## config.mk

```make
export PLATFORM = sky130hd
export DESIGN_NAME = rx_dword_aligner_256
export DESIGN_NICKNAME = d
export VERILOG_FILES = /design/src/rtl/rx_dword_aligner_256.sv
export SDC_FILE = /design/constraint.sdc
export NUM_CORES = 1
export LEC_CHECK = 0
export CORE_AREA = 2 2 210 212
export CTS_BUF_LIST = sky130_fd_sc_hd__clkbuf_8
export DETAILED_ROUTE_END_ITERATION = 7
export DIE_AREA = 0 0 212 214
export PLACE_DENSITY = 0.67
export REMOVE_ABC_BUFFERS = 1
export SETUP_SLACK_MARGIN = 0.02
export SYNTH_ARGS = -nofsm -noshare
export SYNTH_HDL_FRONTEND = slang
export SYNTH_SLANG_ARGS = --single-unit
```

## constraint.sdc

```tcl
create_clock -name CLK -period 6.2 [get_ports CLK]
set_clock_uncertainty 0.1 [all_clocks]
set_input_delay 1.24 -clock CLK [delete_from_list [all_inputs] [get_ports CLK]]
set_output_delay 1.24 -clock CLK [all_outputs]
set_load 0.005 [all_outputs]
```

## src/rtl/rx_dword_aligner_256.sv

```systemverilog
// rtl/rx_dword_aligner_256.sv - strips the start offset from RX payload beats and emits LSB-aligned dwords
// with per-packet length tracking, done/error pulses and a deferred flush pulse for the downstream packer.
module rx_dword_aligner_256 #(
  parameter int C_LEN_WIDTH = 10
) (
  input  logic                   CLK,
  input  logic                   RST_N,
  input  logic [255:0]           RX_DATA,
  input  logic                   RX_DATA_VALID,
  input  logic                   RX_DATA_START,
  input  logic [2:0]             RX_DATA_START_OFFSET,
  input  logic [C_LEN_WIDTH-1:0] RX_DATA_LEN,
  input  logic                   RX_DATA_END,
  input  logic                   RX_FLUSH_REQ,
  output logic [255:0]           DATA_OUT,
  output logic [3:0]             DATA_OUT_EN,
  output logic                   DATA_OUT_DONE,
  output logic                   DATA_OUT_ERR,
  output logic                   DATA_OUT_FLUSH
);

  localparam int RW = C_LEN_WIDTH + 1;

  typedef enum logic [1:0] {S_IDLE, S_ACTIVE, S_DRAIN} state_t;

  state_t          r_state;
  logic [RW-1:0]   r_remain;
  logic            r_flush_pend;

  logic            w_start_acc;
  logic            w_cont_acc;
  logic [2:0]      w_lo;
  logic [3:0]      w_cap;
  logic [RW-1:0]   w_len;
  logic [RW-1:0]   w_avail;
  logic [3:0]      w_take;
  logic [RW-1:0]   w_rem_next;
  logic [255:0]    w_shifted;
  logic [255:0]    w_masked;
  logic            w_flush_go;

  assign w_start_acc = RX_DATA_VALID & RX_DATA_START & (r_state == S_IDLE);
  assign w_cont_acc  = RX_DATA_VALID & ~RX_DATA_START & (r_state == S_ACTIVE);
  assign w_lo        = w_start_acc ? RX_DATA_START_OFFSET : 3'd0;
  assign w_cap       = 4'd8 - {1'b0, w_lo};
  // A zero length field means the full 2^C_LEN_WIDTH dwords, i.e. just the carry bit set.
  assign w_len       = {(RX_DATA_LEN == '0), RX_DATA_LEN};
  assign w_avail     = w_start_acc ? w_len : r_remain;
  assign w_take      = (w_avail < RW'(w_cap)) ? w_avail[3:0] : w_cap;
  assign w_rem_next  = w_avail - RW'(w_take);
  assign w_shifted   = RX_DATA >> {w_lo, 5'd0};

  always_comb begin
    w_masked = '0;
    for (int i = 0; i < 8; i++) begin
      if (i < int'(w_take)) w_masked[32*i +: 32] = w_shifted[32*i +: 32];
    end
  end

  // A start beat in IDLE may complete a packet this cycle, so it blocks the flush.
  assign w_flush_go = r_flush_pend & (r_state == S_IDLE) & ~(RX_DATA_VALID & RX_DATA_START);

  always_ff @(posedge CLK or negedge RST_N) begin
    if (!RST_N) begin
      r_state        <= S_IDLE;
      r_remain       <= '0;
      r_flush_pend   <= 1'b0;
      DATA_OUT       <= '0;
      DATA_OUT_EN    <= '0;
      DATA_OUT_DONE  <= 1'b0;
      DATA_OUT_ERR   <= 1'b0;
      DATA_OUT_FLUSH <= 1'b0;
    end else begin
      DATA_OUT       <= '0;
      DATA_OUT_EN    <= '0;
      DATA_OUT_DONE  <= 1'b0;
      DATA_OUT_ERR   <= 1'b0;
      DATA_OUT_FLUSH <= w_flush_go;
      r_flush_pend   <= w_flush_go ? RX_FLUSH_REQ : (r_flush_pend | RX_FLUSH_REQ);

      if (w_start_acc || w_cont_acc) begin
        DATA_OUT    <= w_masked;
        DATA_OUT_EN <= w_take;
        r_remain    <= w_rem_next;
        if (w_rem_next == '0) begin
          DATA_OUT_DONE <= 1'b1;
          DATA_OUT_ERR  <= ~RX_DATA_END;
          r_state       <= RX_DATA_END ? S_IDLE : S_DRAIN;
        end else if (RX_DATA_END) begin
          DATA_OUT_DONE <= 1'b1;
          DATA_OUT_ERR  <= 1'b1;
          r_state       <= S_IDLE;
        end else begin
          r_state <= S_ACTIVE;
        end
      end else if (RX_DATA_VALID) begin
        case (r_state)
          S_ACTIVE: begin
            DATA_OUT_DONE <= 1'b1;
            DATA_OUT_ERR  <= 1'b1;
            r_state       <= S_IDLE;
          end
          S_DRAIN: begin
            if (RX_DATA_END) r_state <= S_IDLE;
          end
          default: ;
        endcase
      end
    end
  end

endmodule

```

# After elaboration in Yosys (flattened, before gate mapping)
# Index checks and enable logic that the tools add are counted.
# classes
n_mux	28
reduce_logical	7
addsub	2
bitwise_logic	10
eq_ne	3
magnitude_cmp	9
shift	1
# op_table
op	count
two-way mux 256 bit	1
two-way mux 32 bit	8
>> shifter 256 x 8 -> 256 bit	1
< comparator 3 x 4 -> 1 bit, first input constant	4
zero test 11 bit	1
< comparator 11 x 4 -> 1 bit	1
two-way mux 11 bit	1
subtractor 11 x 4 -> 11 bit	1
zero test 10 bit	1
two-way mux 2 bit	5
two-way mux 1 bit	9
< comparator 1 x 4 -> 1 bit, first input constant	2
< comparator 2 x 4 -> 1 bit, first input constant	2
two-way mux 4 bit	2
bitwise AND 1 bit	6
case mux 2 bit (2 select lines)	1
subtractor 4 x 3 -> 4 bit, first input constant	1
two-way mux 3 bit	1
inequality test 3 bit, second input constant	1
inverter 1 bit	3
AND reduction 3 bit	1
nonzero test 3 bit	1
equality test 2 x 1 -> 1 bit, second input constant	1
equality test 2 bit, second input constant	1
other kinds (4)	4
# totals
output_inout_bits	263
register_bits	277
elab_cells	68
in_bits	275

# Depth between registers and ports, before layout
# logic_depth
depth_word	10
ltp_mapped	33
mapped_depth_nobuf	27

# Least setup slack after synthesis
# OpenSTA, ideal clock, no wires.
# synth_path
path_type	input to register
start	input port RX_DATA_START
end	register DATA_OUT_ERR
stages	31
setup_ns	0.126
required_ns	5.974
path_slack_ns	-1.019
t_arrival_ns	6.993
cell_sequence	buf_4 and4bb_1 buf_4 and2_1 inv_1 clkbuf_1 buf_1 clkbuf_1 ha_1 or3_1 clkbuf_1 nand2_1 ha_1 o21ai_0 a211oi_1 o221ai_2 nand2_2 a21oi_1 inv_1 ha_1 inv_1 ha_1 a21oi_1 a221o_1 o21ai_1 xor2_1 nor4_1 nand4bb_1 ha_1 o21ai_0 a21oi_1
# synth_via
elab_chain_len	10
# synth_lines
item	line	text
start, declared	10	input logic RX_DATA_START,
bitwise AND 1 bit (2 in series)	42	assign w_start_acc = RX_DATA_VALID & RX_DATA_START & (r_state == S_IDLE);
two-way mux 3 bit	44	assign w_lo = w_start_acc ? RX_DATA_START_OFFSET : 3'd0;
subtractor 4 x 3 -> 4 bit	45	assign w_cap = 4'd8 - {1'b0, w_lo};
< comparator 11 x 4 -> 1 bit	49	assign w_take = (w_avail < RW'(w_cap)) ? w_avail[3:0] : w_cap;
two-way mux 4 bit	49	
subtractor 11 x 4 -> 11 bit	50	assign w_rem_next = w_avail - RW'(w_take);
zero test 11 bit	85	if (w_rem_next == '0) begin
two-way mux 1 bit	85	
two-way mux 1 bit (*)	81	if (w_start_acc || w_cont_acc) begin
end signal, assigned	87	DATA_OUT_ERR <= ~RX_DATA_END;
end, declared	18	output logic DATA_OUT_ERR,
# Every way passes the cells marked *; elsewhere a longest branch is shown, timed or not.
# A chain may end at the register's enable or synchronous reset.

# Final worst setup path
# layout_path
start	input port RX_DATA_VALID
end	register r_state[1]
# layout_via
elab_chain_len	10
# layout_lines
item	line	text
start, declared	9	input logic RX_DATA_VALID,
bitwise AND 1 bit (2 in series)	42	
two-way mux 3 bit	44	
subtractor 4 x 3 -> 4 bit	45	
< comparator 11 x 4 -> 1 bit	49	
two-way mux 4 bit	49	
subtractor 11 x 4 -> 11 bit	50	
zero test 11 bit	85	
two-way mux 2 bit	85	
two-way mux 2 bit	81	
end signal, assigned	88	r_state <= RX_DATA_END ? S_IDLE : S_DRAIN;
end, declared	26	state_t r_state;
# Parallel ways exist; a longest one is shown, timed or not.

==> key figures <==
GRT
  – Largest net degree at the start of global routing: 105
  – Antenna violations before repair: 3
  – Overflow after GRT: 0
  – First-pass GRT wire length: 98640 um
  – Vias in the first global route: 15800
  – Global-route usage over all layers: 28.67%

CTS
  – Clk root buf: clkbuf_8
  – Clk_lat worst skew: 0.63 ns
  – Clk sinks: 277
  – TritonCTS clock tree: built
  – Worst-path clk slew: 0.06 ns
  – Max Root-Sink Buffers: 3
  – Number of H-tree levels: 2
  – Hold-fix buffers, CTS: 0
  – CTS buffer count: 52

Setup path
  – Crit. End Element: flip-flop
  – Worst Path Required: 6.62 ns
  – Largest stage delay, worst path: 0.48 ns
  – Critical path's slowest cell: clkdlybuf4s50_1
  – Buf+Inv Stages, Crit Path: 5
  – Worst R2R Start: r_state[0]
  – Largest fanout on the critical path: 3
  – Startpoint type of the worst setup path: input port
  – Crit path launch: RX_DATA_VALID
  – Critical path arrival: 6.36 ns
  – Kind of cell adding the most delay to the critical path: simple AND/OR/NAND/NOR gates
  – Worst Setup Path Type: input port to flip-flop
  – Crit path top cell by count: ha_1
  – FF-to-FF setup slack: 0.72 ns
  – Worst R2R Path Depth: 26
  – Reg-to-Reg End: r_state[1]

Placement
  – DP Area: 21270 um2
  – Dpl hpwl: 45730 um
  – Post-place setup slack: -0.6851 ns
  – RePlAce Congestion: 0.9336
  – IO Port Bufs: 537

Finish
  – Final instance area: 22430 um2
  – # fillers: 3901
  – Reg area: 6932 um2
  – Multi-input combinational cell area: 7649 um2
  – Nets@finish: 2553
  – Share of cells above drive strength 1: 9.978%
  – Area Overhead vs Synth: 49.42%

Synthesis
  – Synth Cell Area: 15010 um2
  – Post-Synth Adder-Cell Area: 0.8169%
  – Yosys top cell by area: dfrtp_1
  – Post-synth EDFFs: 0
  – Ys async rst share: 100.0%
  – Compound-gate portion of the synthesized area: 11.01%
  – Multiplexer share of the synthesized area: 13.40%
  – Yosys warns: 0
  – Seq/Total Area, Yosys: 46.18%
  – Largest family of logic cells by synthesized area: simple AND/OR/NAND/NOR gates
  – Synth area leaders: dfrtp_1, mux2i_1, nand2_1
  – Synth Instances: 1731
  – Ys flop type: dfrtp_1
  – Synth Area in XOR/XNOR: 0.6752%
  – Synth cell types: 55
  – Syn avg cell area: 8.671 um2
  – Simple-Gate Fraction of Synth Area: 23.98%
  – Flop and latch count out of synthesis: 277
  – Post-synth top area share: 46.18%

Routing
  – Antenna Violating Nets Remaining: 0
  – Drt pass-1 iters: 8
  – # DRC: 1
  – Routed vias/inst: 5.364
  – Post-Route WL: 66540 um
  – Via Count: 15510
  – Initial DRC count: 1126
  – WL/cell: 23.01 um

Timing
  – Setup violators final: 0
  – Crit share post-route: 95.88%
  – FMAX: 168.2 MHz
  – Fin crit period: 5.945 ns
  – Tightest Pin Transition: 0.9922 ns
  – Unrepaired setup endpoints after global routing: no
  – Final worst slack: 0.2552 ns
  – Slew HR: 33.86%
  – Slew Viols, Final: 0
  – Hold Violations, Final: 0

Floorplan
  – Die Ht: 214 um
  – Core ar.: 42890 um2
  – Die area: 45370 um2
  – Initial Utilization: 35.00%
  – DIE WIDTH: 212 um
  – Io pins: 538
  – FP Rows: 76

Power
  – Cell leakage power: 11.00 nW
  – PD cells: 265.5 nW/um2
  – Peak supply drop: 0.2050 mV

Hold path
  – Hold Path Sink: r_remain[1]
  – Hold Path Depth: 2
  – Hold wc startpoint: r_remain[1]
  – Hold Path Class: flip-flop to flip-flop

Status
  – Status: finished, violations left
  – Violations in the final reports: DRC

Job
  – Max-Cap Viols: 0
per-stage QoR:
step | power, mW | util (%) | instances | setup TNS [ns] | hold slack, ns
4_1_cts | 5.931 | 52.00 | 2886 | 0 | 0.3843
3_3_place_gp | 4.096 | 49.60 | 2796 | -1.621 | 0.3670
3_5_place_dp | 4.114 | 49.60 | 2796 | -2.484 | 0.3708
2_1_floorplan | 2.987 | - | 1596 | -1588.75 | 0.3455
6_report | 5.954 | 52.29 | 2892 | 0 | 0.3844
5_1_grt | 6.241 | 52.29 | 2891 | 0 | 0.4264
what timing repair did:
action                     CTS  global route
hold endpoints to repair     0             0
pin swaps                    0             9
cloned                       0             0
setup endpoints to repair    1             4
gates resized for setup      1            21
setup buffers                0             4
worst register-to-register path: stages, from the launching register on:
cell and delay [ns]:
dfrtp_1 0.51, and4bb_2 0.40, and2_4 0.18, inv_6 0.03
ha_1 0.21, or3_4 0.37, nand2_1 0.08, ha_1 0.24
o21ai_2 0.08, a211oi_2 0.10, o221a_2 0.31, nor3_4 0.23
a21oi_4 0.05, inv_2 0.09, ha_2 0.17, inv_1 0.05
maj3_1 0.32, a221o_1 0.36, buf_4 0.17, a21oi_1 0.17
xnor2_1 0.09, mux2i_1 0.26, and4bb_2 0.30, ha_1 0.18
nand2_1 0.06, a21oi_1 0.04, o22a_1 0.21
cell type report:
class / count / share of cell area, %
Antenna cell: 2 / 0.02232
Timing Repair Buffer: 619 / 26.85
Clock inverter: 25 / 0.5747
Clock buffer: 65 / 3.989
Multi-Input combinational cell: 1305 / 34.11
Tap cell: 585 / 3.264
Inverter: 14 / 0.2901
Sequential cell: 277 / 30.91
worst max-delay path by stage:
stage	endpoint	cells past startpoint
2_1_floorplan	DATA_OUT_ERR	25
3_3_place_gp	DATA_OUT_ERR	25
3_5_place_dp	DATA_OUT_ERR	25
4_1_cts	DATA_OUT_ERR	25
5_1_grt	r_state[1]	27
6_report	r_state[1]	27
registers in the layout, indices dropped and copies added (netlist names):
name	count
DATA_OUT_DONE	1
DATA_OUT	256
r_remain	11
r_state	2
r_flush_pend	1
DATA_OUT_ERR	1
DATA_OUT_EN	4
DATA_OUT_FLUSH	1
cells by family after synthesis:
logic type,count (synthesis)
flops,277
compound gates,253
mux,200
simple gates,832
buf+inv,149
fa+ha+maj,10
xor+xnor,10
report_power, final:
part | total (mW) | switching (mW) | leakage, nW | internal [mW]
clock network | 1.79 | 0.816 | 0.598 | 0.975
registers | 2.13 | 0.109 | 3.74 | 2.02
logic | 2.03 | 1.05 | 6.66 | 0.978
total | 5.95 | 1.98 | 11.0 | 3.98
cells in the mapped netlist (2+ instances only):
| cell | instances |
|---|---|
| a21o_1 | 2 |
| nand4b_1 | 2 |
| inv_1 | 13 |
| a32oi_1 | 34 |
| mux2_2 | 3 |
| ha_1 | 9 |
| mux2i_1 | 196 |
| o21ai_0 | 15 |
| clkbuf_1 | 97 |
| nor2b_1 | 66 |
| nor2_1 | 242 |
| nand3_1 | 68 |
| buf_6 | 3 |
| a211oi_1 | 3 |
| nand4bb_1 | 2 |
| buf_1 | 32 |
| nand2_1 | 357 |
| a31o_2 | 32 |
| a221o_1 | 2 |
| a31oi_1 | 34 |
| buf_4 | 2 |
| o21bai_1 | 3 |
| nand2b_1 | 4 |
| o21ai_1 | 2 |
| o31ai_1 | 2 |
| or3_1 | 4 |
| and3_1 | 2 |
| a21oi_1 | 113 |
| and2_1 | 37 |
| xor2_1 | 3 |
| nor4_1 | 2 |
| xnor2_1 | 6 |
| dfrtp_1 | 277 |
| nor3_1 | 41 |
metal layers:
| layer | GRT usage (%) | wire, um | vias up |
|---|---|---|---|
| li1 | - | - | 6947 |
| met1 | 36.07 | 26340 | 7525 |
| met2 | 46.86 | 31250 | 885 |
| met3 | 7.389 | 6474 | 155 |
| met4 | 11.43 | 2485 | 0 |
| met5 | 0 | 0 | - |
layout by cell type (no fill, tap or decap), drive strengths merged, types with 2 or more instances in the layout:
cell           instances
a31oi                 34
a32oi                 34
nor2                 242
mux2i                196
xor2                   3
buf                   83
mux2                   4
and2                  37
clkbuf                65
dfrtp                277
a21o                   2
and3                   2
nand4b                 2
nor2b                 66
a221o                  2
a21oi                114
nand3                 68
inv                   33
nor4                   2
o21bai                 3
nand2b                 4
o21ai                 17
a211oi                 3
and4bb                 2
o31ai                  2
clkdlybuf4s50        536
a31o                  32
xnor2                  6
diode                  2
nor3                  41
nand2                358
nand4bb                2
clkinv                 4
ha                     9
or3                    4
Power figures use the tool's default switching activity.
